==> config.mk <==
export PLATFORM = sky130hd
export DESIGN_NAME = lfsr_rand_gen
export DESIGN_NICKNAME = d
export VERILOG_FILES = /design/src/rtl/lfsr_rand_gen.sv
export SDC_FILE = /design/constraint.sdc
export NUM_CORES = 1
export LEC_CHECK = 0
export CORE_MARGIN = 4
export CORE_UTILIZATION = 50
export DETAILED_ROUTE_END_ITERATION = 16
export DONT_BUFFER_PORTS = 1
export SLEW_MARGIN = 15
export SYNTH_ARGS = -nofsm -noshare
export SYNTH_HDL_FRONTEND = slang
export SYNTH_SLANG_ARGS = --single-unit
==> constraint.sdc <==
create_clock -name clk -period 2.1 [get_ports clk]
set_input_delay 0.315 -clock clk [delete_from_list [all_inputs] [get_ports clk]]
set_output_delay 0.315 -clock clk [all_outputs]
set_load 0.05 [all_outputs]
==> src/rtl/lfsr_rand_gen.sv <==
// lfsr_rand_gen
//   Parametrised Fibonacci XNOR LFSR with a rejection-sampling front end that
//   hands out values strictly below a runtime bound over a valid/ready handshake.
//
// Parameters
//   WIDTH  LFSR width, 3..16 (taps come from the maximal-length table below)
//   OUT_W  width of rand_out / bound, 1..WIDTH-1
//
// Ports
//   clk        system clock, rising edge
//   reset      asynchronous, active-high
//   en         advance the LFSR one step
//   load       load seed (priority over en); all-ones seed becomes all-zeros
//   seed       value loaded when load=1
//   bound      exclusive upper bound for results, 0 = unbounded
//   req        request one bounded value (sampled in IDLE only)
//   busy       high while searching or presenting a result
//   out_valid  rand_out holds an accepted value
//   out_ready  consumer accepts rand_out
//   rand_out   accepted random value
//   state      current LFSR state
//   reject_cnt (only with LFSR_REJECT_CNT_EN) saturating count of rejected
//              search cycles, cleared only by reset
//
// Optional feature macro: LFSR_REJECT_CNT_EN
module lfsr_rand_gen #(
  parameter int unsigned WIDTH = 10,
  parameter int unsigned OUT_W = 4
) (
  input  logic             clk,
  input  logic             reset,
  input  logic             en,
  input  logic             load,
  input  logic [WIDTH-1:0] seed,
  input  logic [OUT_W-1:0] bound,
  input  logic             req,
  output logic             busy,
  output logic             out_valid,
  input  logic             out_ready,
  output logic [OUT_W-1:0] rand_out,
  output logic [WIDTH-1:0] state
`ifdef LFSR_REJECT_CNT_EN
  ,
  output logic [15:0]      reject_cnt
`endif
);

  // Tap list for a width: bit (t-1) set for each tap t.
  function automatic logic [15:0] tap_list(input int unsigned w);
    logic [15:0] t;
    case (w)
      3:       t = 16'h0006;
      4:       t = 16'h000C;
      5:       t = 16'h0014;
      6:       t = 16'h0030;
      7:       t = 16'h0060;
      8:       t = 16'h00B8;
      9:       t = 16'h0110;
      10:      t = 16'h0240;
      11:      t = 16'h0500;
      12:      t = 16'h0829;
      13:      t = 16'h100D;
      14:      t = 16'h2015;
      15:      t = 16'h6000;
      16:      t = 16'hD008;
      default: t = 16'h0000;
    endcase
    return t;
  endfunction

  localparam logic [15:0] TAPS = tap_list(WIDTH);

  // Tap t reads state[WIDTH-t]; tap-list bit j=t-1 therefore maps to
  // state bit WIDTH-1-j, i.e. the list is bit-reversed across the state.
  function automatic logic [WIDTH-1:0] build_mask();
    logic [WIDTH-1:0] m;
    m = '0;
    for (int unsigned i = 0; i < WIDTH; i++) begin
      m[i] = TAPS[WIDTH-1-i];
    end
    return m;
  endfunction

  localparam logic [WIDTH-1:0] TAP_MASK = build_mask();

  typedef enum logic [1:0] {
    IDLE   = 2'd0,
    SEARCH = 2'd1,
    VALID  = 2'd2
  } fsm_t;

  fsm_t             fsm_q, fsm_d;
  logic             feedback;
  logic [OUT_W-1:0] candidate;
  logic             accept;

  // Reduction XNOR over the taps; untapped bits are masked to 0 and do not
  // change the parity, so all-ones stays the lock-up state.
  assign feedback  = ~^(state & TAP_MASK);
  assign candidate = state[OUT_W-1:0];
  assign accept    = (bound == '0) || (candidate < bound);

  always_ff @(posedge clk or posedge reset) begin
    if (reset) begin
      state <= '0;
    end else if (load) begin
      state <= (seed == '1) ? '0 : seed;
    end else if (en) begin
      state <= {feedback, state[WIDTH-1:1]};
    end
  end

  always_comb begin
    fsm_d = fsm_q;
    case (fsm_q)
      IDLE:    if (req)       fsm_d = SEARCH;
      SEARCH:  if (accept)    fsm_d = VALID;
      VALID:   if (out_ready) fsm_d = IDLE;
      default:                fsm_d = IDLE;
    endcase
  end

  always_ff @(posedge clk or posedge reset) begin
    if (reset) begin
      fsm_q    <= IDLE;
      rand_out <= '0;
    end else begin
      fsm_q <= fsm_d;
      if (fsm_q == SEARCH && accept) begin
        rand_out <= candidate;
      end
    end
  end

  assign out_valid = (fsm_q == VALID);
  assign busy      = (fsm_q != IDLE);

`ifdef LFSR_REJECT_CNT_EN
  always_ff @(posedge clk or posedge reset) begin
    if (reset) begin
      reject_cnt <= '0;
    end else if (fsm_q == SEARCH && !accept && reject_cnt != '1) begin
      reject_cnt <= reject_cnt + 16'd1;
    end
  end
`endif

endmodule

# Word-level counts from Yosys, hierarchy flattened
# Cells that the tools add are included.
totals:
  latch_bits: 0
  rom_bits: 0
  inputBits: 20
  elab_cells: 25
  ram_bits: 0
  out_inout_bits: 16
  memories: 0
  ff_bits: 16
classes:
  n_mux: 7
  shift: 0
  order_cmp: 1
  n_eq_ne: 6
  n_mul: 0
  div_mod_pow: 0
  add_sub_neg: 0
  bitwise_logic: 0
  n_reduce_logical: 8
ops:
  columns: ["op", "count"]
  rows:
  - ["10-bit two-way mux", 3]
  - ["10-bit equality test, second input constant", 1]
  - ["10-bit XNOR reduction", 1]
  - ["2-bit two-way mux", 3]
  - ["2-bit one-hot mux with 3 select lines", 1]
  - ["4-bit logical NOT", 1]
  - ["4-bit less-than comparator", 1]
  - ["2-bit inequality test, second input constant", 2]
  - ["2-bit nonzero test", 2]
  - ["3-bit AND reduction", 1]
  - ["2-bit by 1-bit equality test with 1-bit output, second input constant", 1]
  - ["2-bit equality test, second input constant", 1]
  - ["2-bit logical NOT", 1]
  - ["2-bit by 1-bit inequality test with 1-bit output, second input constant", 1]
  - ["1-bit logical AND", 1]
  - ["1-bit logical OR", 1]

# Longest topological paths before layout
logic_depth:
  ltp_word: 4
  ltp_mapped: 6
  mapped_depth_nobuf: 6

# Worst setup path after synthesis
# No wires, ideal clock.
synth_path:
  kind: "reg2reg"
  from: "register state[1]"
  to: "register rand_out[3]"
  arrival_time_ps: 1851
  synth_period_minus_slack_ps: 1979
  required_ps: 1972
  path_buffers: 0
  slack_ps: 121
  path_stages_with_launch: 6
  setup_ps: 128
  cell_sequence: "dfrtp_1 -> ha_1 -> o211ai_1 -> o21ai_0 -> a21oi_4 -> mux2_1"
synth_via:
  elab_chain_len: 3
synth_rtl:
  columns: ["item", "line_no", "rtl"]
  rows:
  - ["start: declaration", "41", "output logic [WIDTH-1:0] state"]
  - ["start signal: assignment", "107", "state <= (seed == '1) ? '0 : seed;"]
  - ["start signal: assignment", "109", "state <= {feedback, state[WIDTH-1:1]};"]
  - ["4-bit less-than comparator", "101", "assign accept = (bound == '0) || (candidate < bound);"]
  - ["1-bit logical OR", "101", null]
  - ["1-bit logical AND", "129", "if (fsm_q == SEARCH && accept) begin"]
  - ["end signal: assignment", "130", "rand_out <= candidate;"]
  - ["end: declaration", "40", "output logic [OUT_W-1:0] rand_out,"]
# Every way passes these cells.
# A chain may end at the register's enable or synchronous reset.

# Worst setup path after layout
layout_path:
  from: "register state[1]"
  to: "register rand_out[1]"
layout_via:
  elab_chain_len: 3
layout_rtl:
  columns: ["item", "line_no"]
  rows:
  - ["4-bit less-than comparator", "101"]
  - ["1-bit logical OR", "101"]
  - ["1-bit logical AND", "129"]
# Several ways; a longest one is shown, not always the timed one.

==> impl_metrics.ini <==
[sta]
setup_viol = 0
fin_tns_setup_ns = 0
skew_ns = 0.00308
slew_violations = 0
worst_pin_slew_ns = 0.620
period_needed_ns = 1.72
whs_ns = -0.0114
slew_headroom_pct = 58.6
rsz0062_at_grt = false
fmax_mhz = 580
fin_crit_sh_pct = 82.0
finalHoldViolCount = 16

[worst_setup_path]
required_ns = 2.27
r2r_start = state[1]
crit_chain = ha_1 > o211ai_1 > o21ai_0 > a21oi_4 > mux2_1
slowest_delay_ns = 0.39
cp-end-kind = flop
crit_path_start_kind = flop
critPathArrivalTime_ns = 1.89
r2r.worst_path.cells = 5
crit_path_top_delay_cell = dfrtp_1
crit_path_end = rand_out[1]
worstSetupPathType = reg -> reg
crit_fanout = 5
r2r_setup_slack_ns = 0.38
startpoint = state[1]
r2r_end = rand_out[1]

[run_status]
status = finished, violations left
failed_checks = hold timing

[finish]
synthToLayoutAreaGrowth_pct = 8.00
final_cell_mix = dfrtp_1, nand2_1, mux2i_1, o22ai_1, buf_4
final_common_cell = dfrtp_1
diodes = 0
nNetsFinal = 109
drive_gt1_share_pct = 14.3
fin_util_pct = 58.5

[placement]
place_congestion = 0.696
hpwl_um = 1320
io_buffers = 0

[power_and_ir_drop]
p_seq_share_pct = 56.9
p_clk_share_pct = 14.6
intPower_mw = 0.568
p_per_area_mw_per_mm2 = 1190
leakagePower_nw = 0.433
p_switching_mw = 0.521
netSwitchingFraction_pct = 47.9
peakVddDrop_mv = 0.694
comb_power_share_pct = 28.5

[logic_synthesis]
seq_area_frac_synth_pct = 47.4
synth_nets = 102
syn_inst = 79
avgSynthCellArea_um2 = 10.7
syn-cell-area_um2 = 845
ys_ff_latch = 16
synth_warnings = 0
ys_types = 24

[route]
post_drt_wl_per_cell_um = 17.2
drc_errors = 0
vias_per_cell = 6.02
routed_wirelength_um = 1720
drtIter0Drc = 4
first_pass_iters = 3
vias = 602
drtAntennaViolNets = 0

[floorplan]
fp.dieW_um = 49.1
start_util_pct = 54.2
row_count = 14
dieArea_mm2 = 0.00241
dieHeight_um = 49.1
ios = 36
core-area_mm2 = 0.00156

[hold_path]
hold_path.class = in -> async

[cts]
ctsHtreeMaxLevel = 1
cts_made_buffers = 3
worstSkewPairLatency_ns = 0.28
cts_setup_buffers = 0
cts_tree = built
clockBufferDepth = 2
clock-root-buffer = clkbuf_4
path_clk_slew_ns = 0.09
ctsResizeCount = 0
cts.sinks = 16
holdBufCountCts = 0

[grt]
grt_overflow = 0
antenna_found_initial = 0
grt_use_total_pct = 15.6
grt_max_degree = 21
grt_pass1_wl_um = 2860
grt_pass1_vias = 590

[flow_run]
drv_cap = 0
[state kept, by name, summed over array words and instances (netlist names)]
name,count
state,10
rand_out,4
fsm_q,2
[power by group through the flow]
| stage | registers, mW | logic (mW) | clock network (mW) |
|---|---|---|---|
| 3_3_place_gp | 0.628 | 0.311 | 0 |
| 4_1_cts | 0.622 | 0.316 | 0.167 |
| 5_1_grt | 0.631 | 0.338 | 0.180 |
| 6_report | 0.620 | 0.310 | 0.159 |
| 2_1_floorplan | 0.645 | 0.239 | 0 |
| 3_5_place_dp | 0.628 | 0.315 | 0 |
[layer usage]
| metal | GRT usage (%) | vias up | part of all wire [%] |
|---|---|---|---|
| li1 | - | 296 | - |
| met5 | 0 | - | 0 |
| met1 | 19.8 | 284 | 45 |
| met3 | 5.20 | 2 | 8.7 |
| met4 | 9.95 | 0 | 1.1 |
| met2 | 22.5 | 20 | 45 |
[area by class of cell]
class | instances | area, um^2
fill | 158 | 647
multi-input combinational | 56 | 417
sequential | 16 | 400
timing repair buffer | 5 | 37.5
clock buffer | 3 | 22.5
tap | 16 | 20.0
inverter | 4 | 15.0
[stage by stage]
stage | hold slack [ns] | area, um^2 | total power, mW | instances | worst slack, ns
CTS | 0.00767 | 912 | 1.10 | 100 | 0.345
finish | -0.0114 | 912 | 1.09 | 100 | 0.377
detailed placement | 0.322 | 890 | 0.943 | 97 | 0.367
floorplan | 0.229 | 845 | 0.884 | 79 | 0.121
global route | 0.0382 | 912 | 1.15 | 100 | 0.258
global placement | 0.308 | 890 | 0.938 | 97 | 0.394
[worst min-delay path by stage]
stage | slack, ns | from | cells past startpoint | end
2_1_floorplan | 0.23 | reset | 1 | fsm_q[0]
3_3_place_gp | 0.31 | reset | 1 | rand_out[0]
3_5_place_dp | 0.32 | reset | 1 | rand_out[0]
4_1_cts | 0.008 | reset | 1 | state[8]
5_1_grt | 0.04 | reset | 1 | state[8]
6_report | -0.01 | reset | 1 | state[3]
[synthesized netlist by cell type]
cell      number  area [um^2]
ha_1           3         37.5
o22ai_1       10         62.6
o211ai_1       1         7.51
inv_1          4         15.0
dfrtp_1       16          400
a21oi_1        2         10.0
a21oi_4        1         16.3
nor2_1         1         3.75
nor3_2         1         10.0
or4_4          1         11.3
a21o_1         1         7.51
nor3b_1        1         7.51
nand3_1        1         5.00
mux2_1         4         45.0
nand2b_1       2         12.5
nand2_1       11         41.3
or2_2          1         6.26
xnor2_1        1         8.76
nand4_1        2         12.5
buf_2          1         5.00
o21ai_0        1         5.00
nor2b_1        1         6.26
mux2i_1       10          100
clkbuf_1       2         7.51
[critical path: cells and delay by family, from the launching register on]
family / cells / cell delay, ns
flip-flops: 1 / 0.39
multiplexers: 1 / 0.34
AO/OA/AOI/OAI: 3 / 0.60
adder cells (fa/ha/maj): 1 / 0.28
[cell families (layout without fill, tap and decap cells)]
group	Yosys count	after routing	synth area share [%]
mux	14	14	17.2
simple gates	22	22	13.8
buf+inv	7	12	3.26
fa+ha+maj	3	3	4.44
xor+xnor	1	1	1.04
compound gates	16	16	12.9
flops	16	16	47.4
(Power assumes the default switching activity.)
